**src/rtl/usr_ctrl_pkg.sv**
```systemverilog
// ============================================================================
// Module   : usr_ctrl_pkg
// Purpose  : Shared definitions for the universal-shift-register serializer.
//            The select codes drive usr_ctrl_shreg, and the state enum is used
//            by the usr_serial_ctrl sequencer.
// Contents : SEL_HOLD / SEL_SHR / SEL_SHL / SEL_LOAD (2-bit select codes),
//            state_t {IDLE, SHIFT, PARITY}
// Revision : 1.0 - initial release
// ============================================================================
`default_nettype none

package usr_ctrl_pkg;

    localparam logic [1:0] SEL_HOLD = 2'b00;
    localparam logic [1:0] SEL_SHR  = 2'b01;
    localparam logic [1:0] SEL_SHL  = 2'b10;
    localparam logic [1:0] SEL_LOAD = 2'b11;

    typedef enum logic [1:0] {
        IDLE   = 2'd0,
        SHIFT  = 2'd1,
        PARITY = 2'd2
    } state_t;

endpackage

`default_nettype wire

```
**src/rtl/usr_serial_ctrl_if.sv**
```systemverilog
// ============================================================================
// Module   : usr_serial_ctrl_if
// Purpose  : Bundles the word-side and serial-side handshakes of the
//            serializer.
// Signals  : in_data/in_valid/in_ready/cfg_msb_first  - parallel word input
//            s_dout/s_valid/s_ready                   - serial bit output
//            frame_done/busy                          - status
// Modports : slave  - controller view
//            master - producer/consumer (environment) view
// Revision : 1.0 - initial release
// ============================================================================
`default_nettype none

interface usr_serial_ctrl_if #(
    parameter int WIDTH = 4
);
    logic [WIDTH-1:0] in_data;
    logic             in_valid;
    logic             in_ready;
    logic             cfg_msb_first;
    logic             s_dout;
    logic             s_valid;
    logic             s_ready;
    logic             frame_done;
    logic             busy;

    modport slave (
        input  in_data, in_valid, cfg_msb_first, s_ready,
        output in_ready, s_dout, s_valid, frame_done, busy
    );

    modport master (
        output in_data, in_valid, cfg_msb_first, s_ready,
        input  in_ready, s_dout, s_valid, frame_done, busy
    );
endinterface

`default_nettype wire

```
**src/rtl/usr_ctrl_shreg.sv**
```systemverilog
// ============================================================================
// Module   : usr_ctrl_shreg
// Purpose  : Parameterised universal shift register
//            (hold / shift-right / shift-left / parallel-load).
// Ports    : clk, rst      - clock, synchronous active-high reset
//            i_sel         - select code (see usr_ctrl_pkg)
//            i_p_din       - parallel load data
//            i_ser_r       - bit entering the MSB on shift-right
//            i_ser_l       - bit entering the LSB on shift-left
//            o_q           - parallel register contents
// Revision : 1.0 - initial release
// ============================================================================
`default_nettype none

module usr_ctrl_shreg
    import usr_ctrl_pkg::*;
#(
    parameter int WIDTH = 4
) (
    input  wire logic             clk,
    input  wire logic             rst,
    input  wire logic [1:0]       i_sel,
    input  wire logic [WIDTH-1:0] i_p_din,
    input  wire logic             i_ser_r,
    input  wire logic             i_ser_l,
    output      logic [WIDTH-1:0] o_q
);

    logic [WIDTH-1:0] r_q;

    always_ff @(posedge clk) begin
        if (rst) begin
            r_q <= '0;
        end else begin
            case (i_sel)
                SEL_SHR:  r_q <= {i_ser_r, r_q[WIDTH-1:1]};
                SEL_SHL:  r_q <= {r_q[WIDTH-2:0], i_ser_l};
                SEL_LOAD: r_q <= i_p_din;
                default:  r_q <= r_q;
            endcase
        end
    end

    assign o_q = r_q;

endmodule

`default_nettype wire

```
**src/rtl/usr_serial_ctrl.sv**
```systemverilog
// ============================================================================
// Module   : usr_serial_ctrl
// Purpose  : Accepts parallel words over a valid/ready handshake, loads them
//            into an embedded universal shift register and shifts them out
//            one bit per accepted serial beat, MSB- or LSB-first per frame.
// Ports    : clk, rst - clock, synchronous active-high reset
//            bus      - usr_serial_ctrl_if.slave (word input, serial output,
//                       frame_done pulse, busy)
// Options  : USR_SERIAL_PARITY_EN - when defined, an even-parity bit of the
//            word follows the data bits and frame_done moves to that bit.
// Revision : 1.0 - initial release
// ============================================================================
`default_nettype none

module usr_serial_ctrl
    import usr_ctrl_pkg::*;
#(
    parameter int WIDTH = 4,
    parameter int CNT_W = $clog2(WIDTH)
) (
    input  wire logic             clk,
    input  wire logic             rst,
    usr_serial_ctrl_if.slave      bus
);

    localparam logic [CNT_W-1:0] c_LAST = CNT_W'(WIDTH - 1);

    state_t           r_state;
    logic [CNT_W-1:0] r_cnt;
    logic             r_dir;
    logic             r_in_ready;
    logic             r_s_valid;
    logic             r_busy;
`ifdef USR_SERIAL_PARITY_EN
    logic             r_parity;
`endif

    logic [1:0]       w_sel;
    logic [WIDTH-1:0] w_q;
    logic             w_word_acc;
    logic             w_bit_acc;
    logic             w_last;
    logic             w_dout;
    logic             w_frame_done;

    assign w_word_acc = bus.in_valid & r_in_ready;
    assign w_bit_acc  = (r_state == SHIFT) & bus.s_ready;
    assign w_last     = w_bit_acc & (r_cnt == c_LAST);

    // Zero fill in both directions leaves the register cleared after a frame.
    usr_ctrl_shreg #(
        .WIDTH (WIDTH)
    ) u_shreg (
        .clk     (clk),
        .rst     (rst),
        .i_sel   (w_sel),
        .i_p_din (bus.in_data),
        .i_ser_r (1'b0),
        .i_ser_l (1'b0),
        .o_q     (w_q)
    );

    always_comb begin
        w_sel = SEL_HOLD;
        if (w_word_acc) begin
            w_sel = SEL_LOAD;
        end else if (w_bit_acc) begin
            w_sel = r_dir ? SEL_SHL : SEL_SHR;
        end
    end

    always_comb begin
        w_dout = 1'b0;
        case (r_state)
            SHIFT:   w_dout = r_dir ? w_q[WIDTH-1] : w_q[0];
`ifdef USR_SERIAL_PARITY_EN
            PARITY:  w_dout = r_parity;
`endif
            default: w_dout = 1'b0;
        endcase
    end

`ifdef USR_SERIAL_PARITY_EN
    assign w_frame_done = (r_state == PARITY) & bus.s_ready;
`else
    assign w_frame_done = w_last;
`endif

    // Sequencer; handshake/status outputs are registered alongside the state.
    always_ff @(posedge clk) begin
        if (rst) begin
            r_state    <= IDLE;
            r_cnt      <= '0;
            r_dir      <= 1'b0;
            r_in_ready <= 1'b1;
            r_s_valid  <= 1'b0;
            r_busy     <= 1'b0;
`ifdef USR_SERIAL_PARITY_EN
            r_parity   <= 1'b0;
`endif
        end else begin
            case (r_state)
                IDLE: begin
                    if (w_word_acc) begin
                        r_state    <= SHIFT;
                        r_cnt      <= '0;
                        r_dir      <= bus.cfg_msb_first;
                        r_in_ready <= 1'b0;
                        r_s_valid  <= 1'b1;
                        r_busy     <= 1'b1;
`ifdef USR_SERIAL_PARITY_EN
                        r_parity   <= ^bus.in_data;
`endif
                    end
                end
                SHIFT: begin
                    if (w_last) begin
                        r_cnt <= '0;
`ifdef USR_SERIAL_PARITY_EN
                        r_state <= PARITY;
`else
                        r_state    <= IDLE;
                        r_in_ready <= 1'b1;
                        r_s_valid  <= 1'b0;
                        r_busy     <= 1'b0;
`endif
                    end else if (w_bit_acc) begin
                        r_cnt <= r_cnt + 1'b1;
                    end
                end
`ifdef USR_SERIAL_PARITY_EN
                PARITY: begin
                    if (bus.s_ready) begin
                        r_state    <= IDLE;
                        r_in_ready <= 1'b1;
                        r_s_valid  <= 1'b0;
                        r_busy     <= 1'b0;
                    end
                end
`endif
                default: begin
                    r_state    <= IDLE;
                    r_in_ready <= 1'b1;
                    r_s_valid  <= 1'b0;
                    r_busy     <= 1'b0;
                end
            endcase
        end
    end

    assign bus.in_ready   = r_in_ready;
    assign bus.s_valid    = r_s_valid;
    assign bus.busy       = r_busy;
    assign bus.s_dout     = w_dout;
    assign bus.frame_done = w_frame_done;

endmodule

`default_nettype wire
```
**src/flat_wrapper.sv**
```systemverilog
// flat-port wrapper written by rule: the top's interface ports become plain ports
module usr_serial_ctrl_flat import usr_ctrl_pkg::*;
#(
    parameter int WIDTH = 4,
    parameter int CNT_W = $clog2(WIDTH)
)
  (clk, rst, bus_in_data, bus_in_valid, bus_cfg_msb_first, bus_s_ready, bus_in_ready, bus_s_dout, bus_s_valid, bus_frame_done, bus_busy);
  usr_serial_ctrl_if #(.WIDTH(WIDTH)) bus_i ();
  input  wire logic clk;
  input  wire logic rst;
  input wire logic [$bits(bus_i.in_data)-1:0] bus_in_data;
  input wire logic [$bits(bus_i.in_valid)-1:0] bus_in_valid;
  input wire logic [$bits(bus_i.cfg_msb_first)-1:0] bus_cfg_msb_first;
  input wire logic [$bits(bus_i.s_ready)-1:0] bus_s_ready;
  output wire logic [$bits(bus_i.in_ready)-1:0] bus_in_ready;
  output wire logic [$bits(bus_i.s_dout)-1:0] bus_s_dout;
  output wire logic [$bits(bus_i.s_valid)-1:0] bus_s_valid;
  output wire logic [$bits(bus_i.frame_done)-1:0] bus_frame_done;
  output wire logic [$bits(bus_i.busy)-1:0] bus_busy;
  assign bus_i.in_data = bus_in_data;
  assign bus_i.in_valid = bus_in_valid;
  assign bus_i.cfg_msb_first = bus_cfg_msb_first;
  assign bus_i.s_ready = bus_s_ready;
  assign bus_in_ready = bus_i.in_ready;
  assign bus_s_dout = bus_i.s_dout;
  assign bus_s_valid = bus_i.s_valid;
  assign bus_frame_done = bus_i.frame_done;
  assign bus_busy = bus_i.busy;
  usr_serial_ctrl #(.WIDTH(WIDTH), .CNT_W(CNT_W)) u_core (.clk(clk), .rst(rst), .bus(bus_i));
endmodule
```
**config.mk**
```make
export PLATFORM = sky130hd
export DESIGN_NAME = usr_serial_ctrl_flat
export DESIGN_NICKNAME = d
export VERILOG_FILES = /design/src/rtl/usr_ctrl_pkg.sv /design/src/rtl/usr_serial_ctrl_if.sv /design/src/rtl/usr_ctrl_shreg.sv /design/src/rtl/usr_serial_ctrl.sv /design/src/flat_wrapper.sv
export SDC_FILE = /design/constraint.sdc
export NUM_CORES = 1
export LEC_CHECK = 0
export CORE_AREA = 5 5 42 44
export CTS_BUF_LIST = sky130_fd_sc_hd__clkbuf_4 sky130_fd_sc_hd__clkbuf_8 sky130_fd_sc_hd__clkbuf_16
export DETAILED_ROUTE_END_ITERATION = 10
export DIE_AREA = 0 0 47 49
export HOLD_SLACK_MARGIN = 0.12
export PLACE_DENSITY = 0.68
export SLEW_MARGIN = 20
export SYNTH_ARGS = -nofsm -noshare
export SYNTH_HDL_FRONTEND = slang
export SYNTH_HIERARCHICAL = 1
export SYNTH_SLANG_ARGS = --single-unit
```
**constraint.sdc**
```tcl
create_clock -name clk -period 2.1 [get_ports clk]
set_input_delay 0.63 -clock clk [delete_from_list [all_inputs] [get_ports clk]]
set_output_delay 0.63 -clock clk [all_outputs]
set_load 0.02 [all_outputs]
```
* Yosys cells after proc, flatten, opt, wreduce, memory -nomap -nowiden
Cells that the tools add are included.
** Storage, ports and cells
- Register bits after elaboration :: 11
- Bits of input ports :: 9
- Output and inout port bits :: 5
- Word-level logic and storage cells :: 43
** Cells by class
- Add/subtract/negate cells :: 1
- Eq/ne operators :: 8
- Multiplexer cells :: 19
- Bitwise logic cells :: 3
- Reductions and logical operators :: 6
** Operators by type and width (count)
- $mux W2 :: 8
- $pmux W4 S3 :: 1
- $pmux W2 S2 :: 2
- $eq A2 B2 Y1 const B :: 3
- $mux W1 :: 6
- $eq A2 B1 Y1 const B :: 2
- $pmux W1 S2 :: 2
- $reduce_and A2 Y1 :: 2
- $and A1 B1 Y1 :: 3
- $ne A3 B2 Y1 const B :: 1
- $reduce_and A3 Y1 :: 1
- $reduce_bool A3 Y1 :: 1
- $add A2 B1 Y2 const B :: 1
- $logic_not A2 Y1 :: 1
- $ne A2 B1 Y1 const B :: 1
- $ne A2 B2 Y1 const B :: 1
- $reduce_bool A2 Y1 :: 1

* Longest topological paths before layout
- Word-level depth :: 6
- Mapped depth :: 4
- Mapped depth without buffers :: 4

* Modules after synthesis
The synthesis kept the hierarchy.
** By module, submodules not included
- usr_serial_ctrl :: times used 1, cells each 31, area an instance 299.0 µm², seq. area each 100.1 µm²
- usr_ctrl_shreg :: times used 1, cells each 12, area an instance 195.2 µm², seq. area each 80.1 µm²

* Worst setup path after synthesis
OpenSTA, ideal clock, no wires.
- Kind :: in2reg
- From :: in bus_s_ready
- To :: reg u_core.u_shreg.r_q[1], in the netlist u_core/u_shreg/o_q[1]
- Setup time :: 0.114 ns
- Data arrival time :: 1.810 ns
- Required time :: 1.986 ns
- Path slack :: 0.176 ns
- Stages :: 4
- Path buffers :: 0
- Cell sequence :: nand2_1 o21ai_0 mux4_2 nor2b_1
** Between the ends
- Word-level cells in the longest chain between the ends :: 5
- Elaborated cells on any way between the ends :: 8
- Those cells by class :: eq/ne (3); mux (3); bitwise (1); reduce/logical (1)
** Ends and longest elaborated chain
- start: declaration :: line flat_wrapper.sv:14 : input wire logic [$bits(bus_i.s_ready)-1:0] bus_s_ready;
- $and A1 B1 Y1 * :: line usr_serial_ctrl.sv:47 : assign w_bit_acc = (r_state == SHIFT) & bus.s_ready;
- $mux W2 * :: line usr_serial_ctrl.sv:67 : end else if (w_bit_acc) begin
- $mux W2 * :: line usr_serial_ctrl.sv:65 : if (w_word_acc) begin
- net u_core.w_sel[0] :: line usr_serial_ctrl.sv:38 : logic [1:0] w_sel;
- $eq A2 B2 Y1 / $eq A2 B1 Y1 (equally long branches) :: line usr_ctrl_shreg.sv:35 : case (i_sel)
- $pmux W4 S3 / $reduce_bool A3 Y1 (equally long branches)
- end signal: assignment :: line usr_ctrl_shreg.sv:36 : SEL_SHR: r_q <= {i_ser_r, r_q[WIDTH-1:1]};
- end signal: assignment :: line usr_ctrl_shreg.sv:37 : SEL_SHL: r_q <= {r_q[WIDTH-2:0], i_ser_l};
- end signal: assignment :: line usr_ctrl_shreg.sv:38 : SEL_LOAD: r_q <= i_p_din;
- end: declaration :: line usr_ctrl_shreg.sv:29 : logic [WIDTH-1:0] r_q;
The timed path passes the listed nets; every way through them passes the cells marked *.
A chain may end at the register's enable or synchronous reset.

* Worst setup path in the final report
- From :: reg u_core.r_busy, in the netlist u_core/bus.busy
- To :: out bus_busy
** RTL lines
- start: declaration :: line usr_serial_ctrl.sv:33 : logic r_busy;
- start signal: assignment :: line usr_serial_ctrl.sv:97 : r_busy <= 1'b0;
- start signal: assignment :: line usr_serial_ctrl.sv:110 : r_busy <= 1'b1;
- start signal: assignment :: line usr_serial_ctrl.sv:125 : r_busy <= 1'b0;
- end: declaration :: line flat_wrapper.sv:19 : output wire logic [$bits(bus_i.busy)-1:0] bus_busy;
No word-level cell between the ends.

==> key figures <==
Run status
  • Status: completed

Yosys
  • Largest area contributor in the netlist: dfxtp_1
  • Flops & latches, synth: 9
  • Largest cells by area after synthesis: dfxtp_1 36%, mux4_2 18%, nor2b_1 6.3%
  • Post-Synthesis Cells: 43
  • Syn_area_per_cell: about 11 um^2
  • Top cell type's share of synthesized area: between 30% and 40%
  • Synth cell types: 23
  • Yosys warning count: 6
  • Cell Area, Synth: ~500 um^2
  • Post-synthesis sequential area ratio: between 30% and 40%

Clock network
  • Clk sinks: 9
  • Clk Latency, worst-skew pair: between 200 and 300 ps
  • CTS Buf Count: 3
  • CTS tree: done
  • Clock Tree Buf Depth: 2
  • CTS H-Tree Depth: 1
  • Post-CTS setup buffers: 0
  • Clk pin slew, worst setup/hold paths: about 60 ps
  • Clk Tree Root Cell: clkbuf_4

GRT
  • Global route overflow: 0
  • First-pass GRT wire length: 1650 um
  • GRT Overall Usage: between 10% and 20%
  • Largest net degree at the start of global routing: 14
  • Vias in the first global route: 441
  • Initial antenna violation count: 0

Floorplan
  • Full die area: 0.00230 mm^2
  • Chip Width: between 40 and 50 um
  • Rows: 14
  • Initial Utilization: 35.3%
  • I/O pin count: 14
  • Die Ht: about 49 um
  • CORE AREA: 0.00140 mm^2

Critical path
  • Crit path buffers/inverters: 1
  • CP Max Fanout: 7
  • Element type at the critical path start: flip-flop
  • Critical Path End Type: output port
  • CP arrival: around 1300 ps
  • CP max-delay cell: clkdlybuf4s50_1
  • Cell family with most CP delay: buffers and inverters
  • Critical path data required time: about 1500 ps
  • CP Class: flip-flop to output port
  • Critical path, cell by cell: clkdlybuf4s50_1
  • Crit path largest cell delay: 640 ps

Drt
  • Drt via density: ~5
  • Drt pass-1 iters: 4
  • Post-DRT Antenna Nets: 0
  • Average wire per standard cell: 12.4 um
  • Residual DRC: 0
  • Via count: 420
  • Routed wire length: between 1000 and 1500 um
  • First DRT Iteration DRCs: 5

Power
  • Worst IR Drop VDD: about 310 uV
  • Tot Pwr: around 0.48 mW
  • Leakage: around 0.31 nW
  • P per Cell Area: between 600 and 700 mW/mm^2

Timing
  • Setup-failing EPs final: 0
  • Clk_skew: 0.373 ps
  • RSZ-0062 raised after global routing: false
  • Final Slew Violations: 0
  • Fin. Hold Viols: 0
  • F_max: between 500 and 600 MHz
  • Fin crit share: slightly above 90%
  • Final min period: ~2000 ps

Placement
  • HPWL Detailed: ~830 um
  • GPL Wtd Cong: between 0.6 and 0.7
  • I/O Buffers: 13

Finish
  • Area delta synth->final: 45.3%
  • Ant diodes: 0
  • Layout fillers: around 130
  • Ratio of cells with drive above 1 in the final layout: 27.3%
  • Nets: 77
  • Core Util, Final: just over 50%

Run
  • Max-Cap Viols: 0

Hold path
  • Tightest Hold Check Type: flip-flop to flip-flop
-- layer usage --
layer / up-vias / wire length [um] / part of all wire, % / global-route usage [%]
met1: 202 / 409 / 40 / 10.6
met3: 2 / 61 / 6.0 / 2.21
met5: - / 0 / 0 / 0
met2: 10 / 545 / 53 / 17.2
li1: 206 / - / - / -
met4: 0 / 4 / 0.39 / 5.53
-- logic make-up after synthesis --
| logic type | count (synthesis) | share of synthesized area (%) |
|---|---|---|
| buffers and inverters | 2 | 2.28 |
| flip-flops | 9 | 36.5 |
| AO/OA/AOI/OAI | 5 | 10.6 |
| multiplexers | 6 | 22.3 |
| other | 1 | 0.759 |
| AND/OR/NAND/NOR | 19 | 25.1 |
| adder cells (fa/ha/maj) | 1 | 2.53 |
-- worst paths after layout --
kind | from | endpoint | slack (ps) | cells after the start
min reg2reg | u_core/r_cnt[1] | u_core/r_cnt[1] | 480 | 2
min | u_core/r_cnt[1] | u_core/r_cnt[1] | 480 | 2
max reg2reg | u_core/bus.busy | u_core/u_shreg/o_q[1] | 420 | 6
max | u_core/bus.busy | bus_busy | 140 | 1
-- area by class of cell --
class	count	area, um^2	area share [%]
well taps	16	20.0	2.79
clock buffers	4	30.0	4.18
multi-input cells	33	307	42.7
repair buffers	19	178	24.7
flip-flops and latches	9	180	25.1
inverters	1	3.75	0.523
-- state kept, by name, summed over array words and instances, names as in the netlist --
signal / flops
u_core/r_dir: 1
u_core/bus.busy: 1
u_core/bus.in_ready: 1
u_core/u_shreg/o_q: 4
u_core/r_cnt: 2
-- cell usage after synthesis --
| master | count |
|---|---|
| or2b_1 | 1 |
| nand4bb_1 | 1 |
| mux4_2 | 4 |
| ha_1 | 1 |
| and2_1 | 1 |
| mux2i_1 | 2 |
| dfxtp_1 | 9 |
| buf_4 | 1 |
| o41ai_2 | 1 |
| nand3b_1 | 1 |
| and3_1 | 1 |
| a211o_1 | 1 |
| nand3_1 | 1 |
| conb_1 | 1 |
| o22ai_1 | 1 |
| nand2_1 | 3 |
| nand2b_1 | 3 |
| o32ai_2 | 1 |
| inv_1 | 1 |
| and3b_2 | 1 |
| nand4b_1 | 1 |
| nor2b_1 | 5 |
| o21ai_0 | 1 |
-- timing repair --
| action | 4_1_cts | 5_1_grt |
|---|---|---|
| endpoints found under the setup margin | 4 | 5 |
| hold buffers | 0 | 0 |
| gates resized for setup | 6 | 3 |
| cloned | 0 | 0 |
-- where the power goes --
part | leakage (nW) | internal (mW) | total, mW | switching (mW)
combinational | 0.213 | 0.0807 | 0.129 | 0.0481
clock | 0.0184 | 0.0862 | 0.147 | 0.0609
sequential | 0.0739 | 0.187 | 0.203 | 0.0160
total | 0.305 | 0.354 | 0.479 | 0.125
-- per-stage QoR --
step | cells | instance area, um^2 | worst slack [ps] | hold WS, ps | TNS [ps]
floorplan | 44 | 498 | 176 | 458 | 0
global placement | 78 | 686 | -399 | 469 | -1250
detailed placement | 78 | 686 | -409 | 471 | -1330
CTS | 82 | 709 | 27.7 | 481 | 0
global route | 82 | 718 | 56.2 | 504 | 0
finish | 82 | 718 | 143 | 480 | 0
-- worst reg2reg max path, stage by stage, from the launching register on --
cell and delay [ps]:
dfxtp_1 430, buf_4 170, nand2_1 50, o21ai_1 130, buf_4 160, mux4_2 490
nor2b_1 140
-- placed cells by master (no fill, tap or decap) --
cell type	synthesis	final
buf_4	1	6
nand3_1	1	1
ha_1	1	1
o21ai_1	0	1
and2_1	1	1
clkdlybuf4s50_1	0	10
mux4_2	4	4
nor2b_1	5	5
o22ai_1	1	1
or2b_1	1	1
dlygate4sd2_1	0	1
dlymetal6s2s_1	0	1
a211o_1	1	1
and3b_2	1	1
and3_1	1	1
mux2i_1	2	2
nand3b_1	1	1
nand4b_1	1	1
o32ai_2	1	1
nand2_1	3	3
dfxtp_1	9	9
buf_6	0	1
nand2b_1	3	3
clkbuf_4	0	4
o41ai_2	1	1
nand4bb_1	1	1
conb_1	1	2
inv_1	1	1
Note: power is estimated with default switching activity, not from simulation.
